`config.mk`:
```
export PLATFORM = sky130hd
export DESIGN_NAME = operand_pair_buffer
export DESIGN_NICKNAME = d
export VERILOG_FILES = /design/src/rtl/operand_pair_buffer.sv
export SDC_FILE = /design/constraint.sdc
export NUM_CORES = 1
export LEC_CHECK = 0
export CORE_AREA = 3 3 100 102
export CTS_CLUSTER_DIAMETER = 40
export DETAILED_ROUTE_END_ITERATION = 8
export DIE_AREA = 0 0 103 105
export PLACE_DENSITY = 0.71
export SETUP_SLACK_MARGIN = 0.5
export SLEW_MARGIN = 20
export SYNTH_ARGS = -nofsm -noshare
export SYNTH_HDL_FRONTEND = slang
export SYNTH_SLANG_ARGS = --single-unit
```
`constraint.sdc`:
```
create_clock -name clock_in -period 4 [get_ports clock_in]
set_clock_uncertainty 0.15 [all_clocks]
set_input_delay 0.8 -clock clock_in [delete_from_list [all_inputs] [get_ports clock_in]]
set_output_delay 0.8 -clock clock_in [all_outputs]
set_load 0.02 [all_outputs]
```
`src/rtl/operand_pair_buffer.sv`:
```
// Joins two independently handshaked operand streams into aligned pairs for the AND stage.
// Each stream is buffered in its own FIFO; the Nth A beat always pairs with the Nth B beat.
module operand_pair_buffer #(
  parameter int unsigned INPUT_WIDTH = 8,
  parameter int unsigned FIFO_DEPTH  = 4,
  parameter int unsigned COUNT_WIDTH = 16
) (
  input  logic                   clock_in,
  input  logic                   reset_in,
  input  logic [INPUT_WIDTH-1:0] a_data_in,
  input  logic                   a_valid_in,
  output logic                   a_ready_out,
  input  logic [INPUT_WIDTH-1:0] b_data_in,
  input  logic                   b_valid_in,
  output logic                   b_ready_out,
  output logic [INPUT_WIDTH-1:0] a_out,
  output logic [INPUT_WIDTH-1:0] b_out,
  output logic                   pair_valid_out,
  input  logic                   pair_ready_in,
  output logic [COUNT_WIDTH-1:0] pair_count_out
);

  localparam int unsigned PtrW = $clog2(FIFO_DEPTH);
  localparam int unsigned CntW = PtrW + 1;

  logic [INPUT_WIDTH-1:0] r_a_mem [FIFO_DEPTH];
  logic [INPUT_WIDTH-1:0] r_b_mem [FIFO_DEPTH];
  logic [PtrW-1:0]        r_a_wptr, r_a_rptr, r_b_wptr, r_b_rptr;
  logic [CntW-1:0]        r_a_cnt, r_b_cnt;
  logic [CntW-1:0]        w_a_cnt_d, w_b_cnt_d;
  logic [INPUT_WIDTH-1:0] r_a_out, r_b_out;
  logic                   r_pair_valid;
  logic [COUNT_WIDTH-1:0] r_count;

  logic w_a_full, w_b_full;
  logic w_a_nonempty, w_b_nonempty;
  logic w_a_push, w_b_push;
  logic w_out_free, w_pop;

  assign w_a_full     = (r_a_cnt == CntW'(FIFO_DEPTH));
  assign w_b_full     = (r_b_cnt == CntW'(FIFO_DEPTH));
  assign w_a_nonempty = (r_a_cnt != '0);
  assign w_b_nonempty = (r_b_cnt != '0);

  // A full FIFO refuses pushes even when it pops on the same edge.
  assign w_a_push = a_valid_in & ~w_a_full;
  assign w_b_push = b_valid_in & ~w_b_full;

  assign w_out_free = ~r_pair_valid | pair_ready_in;
  assign w_pop      = w_a_nonempty & w_b_nonempty & w_out_free;

  always_ff @(posedge clock_in) begin
    if (w_a_push) r_a_mem[r_a_wptr] <= a_data_in;
    if (w_b_push) r_b_mem[r_b_wptr] <= b_data_in;
  end

  always_comb begin
    w_a_cnt_d = r_a_cnt;
    case ({w_a_push, w_pop})
      2'b10:   w_a_cnt_d = r_a_cnt + CntW'(1);
      2'b01:   w_a_cnt_d = r_a_cnt - CntW'(1);
      default: w_a_cnt_d = r_a_cnt;
    endcase
  end

  always_comb begin
    w_b_cnt_d = r_b_cnt;
    case ({w_b_push, w_pop})
      2'b10:   w_b_cnt_d = r_b_cnt + CntW'(1);
      2'b01:   w_b_cnt_d = r_b_cnt - CntW'(1);
      default: w_b_cnt_d = r_b_cnt;
    endcase
  end

  always_ff @(posedge clock_in or posedge reset_in) begin
    if (reset_in) begin
      r_a_wptr <= '0;
      r_a_rptr <= '0;
      r_a_cnt  <= '0;
      r_b_wptr <= '0;
      r_b_rptr <= '0;
      r_b_cnt  <= '0;
    end else begin
      if (w_a_push) r_a_wptr <= r_a_wptr + PtrW'(1);
      if (w_b_push) r_b_wptr <= r_b_wptr + PtrW'(1);
      if (w_pop) begin
        r_a_rptr <= r_a_rptr + PtrW'(1);
        r_b_rptr <= r_b_rptr + PtrW'(1);
      end
      r_a_cnt <= w_a_cnt_d;
      r_b_cnt <= w_b_cnt_d;
    end
  end

  // Output holds while presented and not consumed; clears on a consume with nothing to reload.
  always_ff @(posedge clock_in or posedge reset_in) begin
    if (reset_in) begin
      r_a_out      <= '0;
      r_b_out      <= '0;
      r_pair_valid <= 1'b0;
    end else if (w_pop) begin
      r_a_out      <= r_a_mem[r_a_rptr];
      r_b_out      <= r_b_mem[r_b_rptr];
      r_pair_valid <= 1'b1;
    end else if (pair_ready_in) begin
      r_pair_valid <= 1'b0;
    end
  end

  always_ff @(posedge clock_in or posedge reset_in) begin
    if (reset_in) begin
      r_count <= '0;
    end else if (r_pair_valid & pair_ready_in) begin
      r_count <= r_count + COUNT_WIDTH'(1);
    end
  end

  assign a_ready_out    = ~w_a_full;
  assign b_ready_out    = ~w_b_full;
  assign a_out          = r_a_out;
  assign b_out          = r_b_out;
  assign pair_valid_out = r_pair_valid;
  assign pair_count_out = r_count;

endmodule

```
# Word-level counts from Yosys, hierarchy flattened

Memory sizes are Yosys's and may differ from the RTL's. A register that Yosys moved wholly into a read port is not among the register bits.
Index checks and enable logic that the tools add are counted.

Bits in writable memories: 64
Word-level logic and storage cells: 47
Input bits: 21
Memories kept: 2
Register bits after elaboration: 31
Output and inout port bits: 35

Equal/unequal tests: 6
Muxes and demuxes: 8
Bitwise logic cells: 9
Add/sub/neg operators: 9
Reductions and logical operators: 5

Memory list:

| name    | words | bits a word | rd ports | clocked after memory_dff | wr ports | line | RTL |
|---|---|---|---|---|---|---|---|
| r_a_mem | 4     | 8           | 1        | 1                        | 1        | 26   | `logic [INPUT_WIDTH-1:0] r_a_mem [FIFO_DEPTH];` |
| r_b_mem | 4     | 8           | 1        | 1                        | 1        | 27   | `logic [INPUT_WIDTH-1:0] r_b_mem [FIFO_DEPTH];` |

Operators with widths:

| cell                    | number |
|---|---|
| $add A16 B1 Y16 const B | 1 |
| $pmux W3 S2             | 2 |
| $add A2 B1 Y2 const B   | 4 |
| $add A3 B1 Y3 const B   | 2 |
| $eq A3 B3 Y1 const B    | 2 |
| $mux W1                 | 6 |
| $reduce_bool A2 Y1      | 3 |
| $reduce_bool A3 Y1      | 2 |
| $sub A3 B1 Y3 const B   | 2 |
| $and A1 B1 Y1           | 5 |
| $eq A2 B1 Y1 const B    | 2 |
| $eq A2 B2 Y1 const B    | 2 |
| $not A1 Y1              | 3 |
| $or A1 B1 Y1            | 1 |

# Depth between registers and ports, before layout

Gate-level depths: netlist (run 1).

Depth in word-level cells: 5
Depth in mapped cells: 10
Mapped depth without buffers: 10

# Worst setup path after synthesis (run 1)

Ideal clock, no wire load.

Kind: input to register
Start: in pair_ready_in
End: reg r_a_cnt[2]
Arrival: 2.197 ns
Setup slack: 1.574 ns
Library setup time: 0.079 ns
Path buffers: 1
Cell stages on the path: 9
Required time: 3.771 ns
Cell sequence: nor2b_1 nor3_4 buf_6 ha_1 inv_1 fa_1 xor2_1 nor2_1 xor2_1

Word-level cells in the longest chain between the ends: 4
Elaborated cells between the ends (all ways): 6
Classes of those cells: eq/ne: 2; mux: 1; bitwise: 2; reduce/logical: 1

Ends and longest elaborated chain:

| element                                           | line | RTL |
|---|---|---|
| start, declared                                   | 19   | `input logic pair_ready_in,` |
| $or A1 B1 Y1 (*)                                  | 49   | `assign w_out_free = ~r_pair_valid \| pair_ready_in;` |
| $and A1 B1 Y1 (*)                                 | 50   | `assign w_pop = w_a_nonempty & w_b_nonempty & w_out_free;` |
| net w_pop                                         | 38   | `logic w_out_free, w_pop;` |
| $eq A2 B1 Y1 or $eq A2 B2 Y1 (tied branches)      | 59   | `case ({w_a_push, w_pop})` |
| $pmux W3 S2 or $reduce_bool A2 Y1 (tied branches) | n/a  |  |
| end signal, assigned                              | 90   | `r_a_cnt <= w_a_cnt_d;` |
| end, declared                                     | 29   | `logic [CntW-1:0] r_a_cnt, r_b_cnt;` |

Mark *: on every way through the listed nets, which the timed path passes. The rest lies on a longest branch.
A chain may end at the register's enable or synchronous reset.

# Worst setup path in the final report (run 1)

Start: in pair_ready_in
End: reg r_b_cnt[2]

Word-level cells in the longest chain between the ends: 4
Elaborated cells between the ends (all ways): 6
Classes of those cells: eq/ne: 2; mux: 1; bitwise: 2; reduce/logical: 1

Ends and longest elaborated chain:

| element                                           | line | RTL |
|---|---|---|
| $or A1 B1 Y1 (*)                                  | 49   |  |
| $and A1 B1 Y1 (*)                                 | 50   |  |
| $eq A2 B1 Y1 or $eq A2 B2 Y1 (tied branches)      | 68   | `case ({w_b_push, w_pop})` |
| $pmux W3 S2 or $reduce_bool A2 Y1 (tied branches) | n/a  |  |
| end signal, assigned                              | 91   | `r_b_cnt <= w_b_cnt_d;` |
| end, declared                                     | 29   |  |

Every way passes the cells marked *; elsewhere a longest branch is shown, timed or not.

==> flow_metrics.py, run 1 <==
metrics = {
    "outcome": {
        "outcome": "finished, final reports clean",
    },
    "setup_path": {
        "path_cells": "clkdlybuf4s50_1, nor2b_1, nor3_4, ha_1, inv_1, fa_1, xor2_1, nor2_1, xor2_1",
        "cp-end-kind": "register",
        "r2r_setup_slack_ns": 1.58,
        "crit_type": "input pin to register",
        "arrival_ns": 3.01,
        "cp.buffers_inverters": 2,
        "cp_max_fo": 8,
        "r2r-start": "pair_valid_out",
        "cp_top_family": "simple AND/OR/NAND/NOR gates",
        "worst_ep_required_time_ns": 4.13,
        "cp-start-kind": "input pin",
        "cp_slowest_stage_delay_ns": 0.52,
        "crit_slowest_cell": "clkdlybuf4s50_1",
        "rr_endpoint": "r_b_cnt[2]",
        "cpMostUsedCell": "xor2_1",
        "reg2reg_depth": 8,
    },
    "clock_network": {
        "clkTransAtPathRegs_ns": 0.10,
        "numCtsBuffers": 9,
        "clockRootBuffer": "clkbuf_8",
        "cts_setup_buffers": 0,
        "clockBufferDepth": 2,
        "ctsHoldBuffers": 0,
        "ctsResizeCount": 0,
        "clock_latency_ns": 0.37,
        "htreeDepth": 3,
        "cts_tree": "built",
        "cts_sinks": 111,
    },
    "die": {
        "io_pins": 56,
        "die_area_um2": 10800,
        "fp-row-count": 35,
        "dieWidth_um": 103,
        "initial_core_util_pct": 49.4,
        "coreArea_um2": 9200,
        "die_y_um": 105,
    },
    "timing": {
        "hold_viol": 0,
        "rsz0062_at_grt": "no",
        "max_freq_mhz": 348,
        "setup_viol": 0,
        "fin_crit_sh_pct": 71.9,
        "period_minus_slack_ns": 2.87,
        "maxSlewViolCount": 0,
        "tns_ns": 0,
        "worst_pin_slew_ns": 0.823,
        "slew_headroom_pct": 45.1,
    },
    "worst_hold_path": {
        "hp-start": "pair_count_out[5]",
        "min_path_cells": 1,
        "holdPathEnd": "pair_count_out[5]",
        "hp-class": "register to register",
    },
    "job": {
        "cap_viol_max_count": 0,
    },
    "logic_synthesis": {
        "ys_ff_latch": 111,
        "synth_area_per_cell_um2": 17.9,
        "ys_types": 27,
        "yosysSeqAreaShare_pct": 68.2,
        "yosysWarnings": 0,
        "syn_inst": 253,
        "syn_nets": 287,
        "syn_area_um2": 4540,
    },
    "placed_design": {
        "dp_hpwl_mm": 4.83,
        "io_buffers": 55,
        "place_congestion": 0.678,
    },
    "finish": {
        "num_antenna_cells": 0,
        "nets": 348,
        "area_delta_synth_final_pct": 18.9,
        "drive_above_1_share_pct": 17.6,
    },
    "global_route": {
        "grt_max_degree": 48,
        "grt_use_total_pct": 14.6,
        "grt_pass1_wl_mm": 12.0,
        "grt_pass1_vias": 2319,
        "gr-total-overflow": 0,
        "antenna_found_initial": 0,
    },
    "power": {
        "p_leak_uw": 0.00211,
        "total_power_uw": 3990,
        "p_per_area_nw_per_um2": 740,
        "peakVddDrop_mv": 0.298,
    },
    "routing": {
        "drc_errors": 0,
        "drt_iter0_markers": 81,
        "wirelength_mm": 7.10,
        "num_vias": 2209,
        "vias_per_cell": 5.14,
        "wl_per_cell_um": 16.5,
        "postRouteAntennaNets": 0,
        "firstDrtPassIters": 4,
    },
}
## per-stage QoR
stage | util [%] | cell area, um2 | std cells | hold slack (ns) | setup WS (ns)
floorplan | - | 4540 | 253 | 0.332 | 1.57
global placement | 56.4 | 5180 | 414 | 0.318 | 0.835
detailed placement | 56.4 | 5180 | 414 | 0.336 | 0.755
CTS | 58.7 | 5400 | 430 | 0.354 | 1.14
global route | 58.7 | 5400 | 430 | 0.373 | 0.946
finish | 58.7 | 5400 | 430 | 0.344 | 1.13
## how the worst max path moves through the flow
stage | startpoint | end | slack [ns] | cells past startpoint
2_1_floorplan | pair_ready_in | r_a_cnt[2] | 1.57 | 9
3_3_place_gp | pair_ready_in | r_a_cnt[2] | 0.84 | 9
3_5_place_dp | pair_ready_in | r_a_cnt[2] | 0.75 | 9
4_1_cts | pair_ready_in | r_a_cnt[2] | 1.14 | 9
5_1_grt | pair_ready_in | r_b_cnt[2] | 0.95 | 9
6_report | pair_ready_in | r_b_cnt[2] | 1.13 | 9
## synth_stat cells, drive strengths merged
cell type / count / area (um2)
edfxtp: 64 / 1920
nor3: 4 / 41.3
nand3: 6 / 30.0
and2: 3 / 18.8
ha: 11 / 138
xnor2: 17 / 149
o21bai: 1 / 7.51
and3: 9 / 56.3
mux2i: 2 / 20.0
fa: 2 / 40.0
inv: 13 / 48.8
nand4: 4 / 25.0
clkbuf: 1 / 3.75
xor2: 10 / 87.6
and4: 3 / 26.3
nand2b: 2 / 12.5
dfrtp: 47 / 1180
buf: 5 / 48.8
mux4: 16 / 360
mux2: 19 / 274
nor2: 6 / 22.5
nand2: 7 / 26.3
nor2b: 1 / 6.26
## area by class of cell
type                    instances  area (um2)
clock buffers                   9         124
clock inverters                 7        87.6
fillers                       709        3800
inverters                      13        50.0
multi-input cells             123        1340
flip-flops and latches        111        3100
well taps                     111         139
repair buffers                 56         558
## cell usage in the layout (no fill, tap or decap), types with 3 or more instances in the layout
master / n
inv_1: 12
clkdlybuf4s50_1: 55
nand3_1: 6
and4_1: 3
xnor2_1: 17
xor2_1: 10
and2_1: 3
mux2_2: 3
nand4_1: 4
clkbuf_8: 9
dfrtp_1: 47
mux4_2: 16
ha_1: 11
mux2_4: 16
nor2_1: 6
and3_1: 9
nand2_1: 7
edfxtp_1: 64
## per-layer routing
layer	wire length [um]	vias up	global-route usage [%]
li1	-	1046	-
met1	3260	1110	20.6
met2	3470	44	22.4
met3	277	9	3.87
met4	90	0	3.89
met5	0	-	0
## cells by family (layout without fill, tap and decap cells)
kind of cell    Yosys count  count (layout)  share of synthesized area (%)
mux                      37              37                           14.4
compound gates            1               1                          0.165
xor+xnor                 27              27                           5.21
buf+inv                  19              85                           2.23
flops                   111             111                           68.2
fa+ha+maj                13              13                           3.91
simple gates             45              45                           5.84
## registers in the layout, summed over array words and instances (netlist names)
| name | flops |
|---|---|
| r_b_rptr | 2 |
| r_a_rptr | 2 |
| pair_count_out | 16 |
| r_a_cnt | 3 |
| r_b_wptr | 2 |
| r_b_mem | 32 |
| r_a_mem | 32 |
| r_b_cnt | 3 |
| pair_valid_out | 1 |
| r_a_wptr | 2 |
| a_out | 8 |
| b_out | 8 |
## report_power, final
part           switching (uW)  leakage (uW)  internal [uW]
clock                     389      0.000108            305
combinational             643      0.000839            830
sequential                264       0.00116           1560
No activity file was read; power rests on OpenSTA's default activity.
==> run 2: changes to the inputs <==
Settings changed: PLACE_DENSITY 0.71 to 0.74.
Clock period 4 ns to 2.5 ns, I/O delays scaled along.
==> flow_metrics.py, run 2 (synthesized netlist as in run 1, its figures left out) <==
metrics = {
    "outcome": {
        "outcome": "finished, final reports clean",
    },
    "timing": {
        "hold_ws_ns": 0.328,
        "max_freq_mhz": 471,
        "period_minus_slack_ns": 2.12,
        "setup_viol": 0,
        "slew_headroom_pct": 61.0,
        "rsz0062_at_grt": "yes",
        "maxSlewViolCount": 0,
        "worst_pin_slew_ns": 0.585,
        "fin_crit_sh_pct": 85.0,
        "layout_setup_ws_ns": 0.376,
        "hold_viol": 0,
    },
    "global_route": {
        "grt_pass1_wl_mm": 12.4,
        "grt_max_degree": 26,
        "grt_pass1_vias": 2425,
        "gr-total-overflow": 0,
        "grt_use_total_pct": 14.8,
        "antenna_found_initial": 0,
    },
    "power": {
        "power_switching_uw": 2140,
        "power_frac_seq_pct": 45.1,
        "p_leak_uw": 0.00228,
        "sw_frac_of_total_pct": 32.9,
        "clockPowerShare_pct": 16.6,
        "p_int_uw": 4370,
        "peakVddDrop_mv": 0.522,
        "p_per_area_nw_per_um2": 1170,
        "combPwrFrac_pct": 38.3,
    },
    "setup_path": {
        "crit_type": "register to register",
        "r2r-start": "r_b_cnt[0]",
        "cp-start-kind": "register",
        "startpoint": "r_b_cnt[0]",
        "reg2reg_depth": 10,
        "cp_max_fo": 3,
        "cp-end-kind": "register",
        "worst_ep_required_time_ns": 2.63,
        "arrival_ns": 2.26,
        "r2r_setup_slack_ns": 0.38,
        "rr_endpoint": "r_b_cnt[2]",
    },
    "finish": {
        "post-route-util_pct": 60.3,
        "instances_no_fill": 445,
        "nets": 363,
        "layout_common_cells": "edfxtp_1, dfrtp_1, dlygate4sd2_1",
        "num_antenna_cells": 0,
        "final_common_cell": "edfxtp_1",
        "drive_above_1_share_pct": 26.3,
        "area_delta_synth_final_pct": 22.0,
    },
    "routing": {
        "top_layer": "met4",
        "num_vias": 2311,
        "drc_errors": 0,
        "firstDrtPassIters": 6,
        "vias_per_cell": 5.19,
        "route.met2.wl_mm": 3.63,
        "wl_per_cell_um": 16.5,
        "wirelength_mm": 7.33,
        "drt_iter0_markers": 77,
        "wl_met1_mm": 3.37,
        "route.met3.wl_um": 261,
        "postRouteAntennaNets": 0,
    },
    "placed_design": {
        "dp.cells": 424,
        "place_congestion": 0.726,
        "dp_hpwl_mm": 5.21,
        "pre_cts_ws_ns": -0.124,
        "io_buffers": 55,
    },
    "die": {
        "dieWidth_um": 103,
        "die_y_um": 105,
        "initial_core_util_pct": 49.4,
        "coreArea_um2": 9200,
        "fp-row-count": 35,
        "die_area_um2": 10800,
        "io_pins": 56,
    },
    "job": {
        "cap_viol_max_count": 0,
    },
    "clock_network": {
        "cts_tree": "built",
        "clockRootBuffer": "clkbuf_8",
        "numCtsBuffers": 9,
        "clockBufferDepth": 2,
        "cts_sinks": 111,
        "clkTransAtPathRegs_ns": 0.10,
        "ctsHoldBuffers": 0,
        "htreeDepth": 3,
        "clock_latency_ns": 0.36,
    },
    "worst_hold_path": {
        "hp-class": "input pin to asynchronous set/reset pin",
    },
}
## run 2: cell count changes in the layout (fill, tap and decap cells not counted), sizes merged
cell / delta
clkinvlp: +1
clkbuf: +1
clkinv: -1
buf: +16
dlymetal6s2s: +2
dlygate4sd2: +32
clkdlybuf4s50: -36
## run 2: critical path, cell delays in order (launching register included)
cell and delay, ns:
dfrtp_1 0.43, buf_6 0.13, nor3_4 0.04, nor3_4 0.27
buf_6 0.15, ha_4 0.13, inv_2 0.03, fa_2 0.33
xor2_1 0.15, nor2_1 0.12, xor2_1 0.15
## run 2: metrics by stage
stage	TNS [ns]	total power, uW	area (um2)
global placement	-0.183	5420	5310
detailed placement	-0.247	5530	5310
CTS	0	6570	5520
finish	0	6500	5540
global route	0	6910	5540
floorplan	0	4690	4590
## run 2: timing repair
| item | CTS | global route |
|---|---|---|
| setup buffers | 3 | 2 |
| gates resized for setup | 48 | 5 |
| endpoints found under the setup margin | 37 | 7 |
| pin swaps | 3 | 1 |
## run 2: worst max-delay path by stage
stage,cells past startpoint,end,slack [ns]
5_1_grt,10,r_b_cnt[2],0.27
6_report,10,r_b_cnt[2],0.38
3_5_place_dp,10,r_b_cnt[2],-0.12
4_1_cts,10,r_b_cnt[2],0.40
3_3_place_gp,10,r_b_cnt[2],-0.09
2_1_floorplan,9,r_a_cnt[2],0.35
## run 2: routing by layer
| metal | up-vias | GRT usage, % |
|---|---|---|
| met5 | - | 0 |
| met2 | 40 | 23.3 |
| met3 | 6 | 3.67 |
| met1 | 1185 | 20.8 |
| met4 | 0 | 3.33 |
| li1 | 1080 | - |
## run 2: power by group through the flow
stage	clock network, uW	registers (uW)	logic [uW]
2_1_floorplan	0	3000	1690
3_3_place_gp	0	2960	2460
3_5_place_dp	0	2990	2540
4_1_cts	1110	2960	2510
5_1_grt	1190	3020	2700
6_report	1080	2940	2490
## run 2: layout make-up
type	count	area, um2
inverter	13	48.8
sequential	111	3100
fill	707	3650
multi-input combinational	123	1420
timing repair buffer	71	637
tap	111	139
clock inverter	7	78.8
clock buffer	9	124
==> run 3: changes to the inputs <==
Settings changed: PLACE_DENSITY 0.74 to 0.71.
Clock period 2.5 ns to 2.1 ns, I/O delays scaled along.
==> flow_metrics.py, run 3 (synthesized netlist as in run 1, its figures left out) <==
metrics = {
    "setup_path": {
        "cp_max_fo": 3,
        "cp-end-kind": "register",
        "worst_ep_required_time_ns": 2.24,
        "crit_type": "register to register",
        "arrival_ns": 2.14,
        "cp-start-kind": "register",
    },
    "placed_design": {
        "pre_cts_ws_ns": -0.464,
        "place_congestion": 0.736,
        "dp_hpwl_mm": 4.94,
        "dp.cells": 435,
        "io_buffers": 55,
    },
    "clock_network": {
        "cts_tree": "built",
        "clock_latency_ns": 0.36,
        "numCtsBuffers": 9,
        "ctsHoldBuffers": 0,
        "clockBufferDepth": 2,
        "clkTransAtPathRegs_ns": 0.11,
        "htreeDepth": 3,
        "cts_sinks": 111,
        "clockRootBuffer": "clkbuf_8",
    },
    "finish": {
        "layout_common_cells": "edfxtp_1, dfrtp_1, buf_4",
        "final_common_cell": "edfxtp_1",
        "multi_input_area_um2": 1450,
        "regArea_um2": 3100,
        "num_antenna_cells": 0,
        "instances_no_fill": 480,
        "fillers": 670,
        "drive_above_1_share_pct": 45.0,
        "area_delta_synth_final_pct": 28.7,
        "nets": 398,
    },
    "global_route": {
        "grt_pass1_wl_mm": 12.6,
        "gr-total-overflow": 0,
        "antenna_found_initial": 0,
        "grt_max_degree": 48,
        "grt_use_total_pct": 15.2,
        "grt_pass1_vias": 2558,
    },
    "routing": {
        "num_vias": 2424,
        "drc_errors": 0,
        "wirelength_mm": 7.88,
        "wl_per_cell_um": 16.4,
        "drt_iter0_markers": 90,
        "postRouteAntennaNets": 0,
        "firstDrtPassIters": 4,
        "vias_per_cell": 5.05,
    },
    "die": {
        "fp-row-count": 35,
        "initial_core_util_pct": 49.4,
        "dieWidth_um": 103,
        "io_pins": 56,
        "die_y_um": 105,
        "die_area_um2": 10800,
        "coreArea_um2": 9200,
    },
    "timing": {
        "tns_ns": 0,
        "setup_viol": 0,
        "maxSlewViolCount": 0,
        "slew_headroom_pct": 70.4,
        "rsz0062_at_grt": "yes",
        "max_freq_mhz": 500,
        "layout_setup_ws_ns": 0.0984,
        "period_minus_slack_ns": 2.00,
        "hold_ws_ns": 0.295,
        "hold_viol": 0,
        "fin_crit_sh_pct": 95.3,
        "worst_pin_slew_ns": 0.444,
    },
    "power": {
        "p_per_area_nw_per_um2": 1420,
        "p_leak_uw": 0.00246,
        "peakVddDrop_mv": 0.691,
    },
    "outcome": {
        "outcome": "finished, final reports clean",
    },
    "worst_hold_path": {
        "hp-class": "input pin to asynchronous set/reset pin",
    },
    "job": {
        "cap_viol_max_count": 0,
    },
}
## run 3: cell types whose count changed in the layout (fill, tap and decap cells not counted), moves of 7 or more
cell           delta
dlygate4sd2_1    -31
buf_2            +32
buf_4            +26
buf_12            +7
## run 3: final cells by class
| type | count | area share, % |
|---|---|---|
| timing repair buffer | 106 | 15.5 |
| tap | 111 | 2.38 |
| multi-input combinational | 123 | 24.7 |
| clock buffer | 9 | 2.12 |
| sequential | 111 | 53.1 |
| clock inverter | 7 | 1.31 |
| inverter | 13 | 0.899 |
## run 3: path summary, 6_finish.rpt
| path | endpoint | slack, ns | cells past startpoint | from |
|---|---|---|---|---|
| worst max-delay path | r_a_cnt[2] | 0.1 | 10 | r_a_cnt[0] |
| worst min-delay path | pair_count_out[12] | 0.29 | 3 | reset_in |
| worst max register to register | r_a_cnt[2] | 0.1 | 10 | r_a_cnt[0] |
| worst min register to register | pair_count_out[15] | 0.34 | 1 | pair_count_out[15] |
| max in group asynchronous | pair_valid_out | 1.26 | 3 | reset_in |
| min in group clock_in | pair_count_out[15] | 0.34 | 1 | pair_count_out[15] |
## run 3: worst max-delay path: stages, from the launching register on
cell and delay (ns):
dfrtp_1 0.43, inv_2 0.10, nand3_2 0.07, and2_1 0.19, inv_2 0.08, ha_4 0.13, inv_2 0.04, fa_2 0.33
xor2_1 0.15, nor2_1 0.12, xor2_1 0.15
## run 3: routing by layer
| layer | up-vias | part of all wire [%] | routed length [um] | GRT usage, % |
|---|---|---|---|---|
| li1 | 1153 | - | - | - |
| met1 | 1219 | 43 | 3420 | 20.3 |
| met2 | 40 | 52 | 4070 | 24.6 |
| met3 | 12 | 3.7 | 290 | 3.81 |
| met4 | 0 | 1.3 | 99 | 4.44 |
| met5 | - | 0 | 0 | 0 |
## run 3: timing repair
action / 4_1_cts / 5_1_grt
gates cloned: 0 / 2
setup buffers: 22 / 5
endpoints found under the setup margin: 68 / 31
pin swaps: 6 / 3
resized for setup: 150 / 25
## run 3: through the flow
stage	utilization [%]	area, um2	total power, uW
final	63.6	5850	8310
after detailed placement	59.3	5460	6710
after CTS	61.9	5690	8010
after global routing	63.6	5850	8850
after global placement	59.3	5460	6620
after floorplan	-	4590	5590
## run 3: report_power, final
part           total (uW)  leakage [uW]  internal, uW  switching [uW]
Clock                1250      0.000101           474             781
Combinational        3690       0.00120          2080            1610
Sequential           3360       0.00116          2980             380
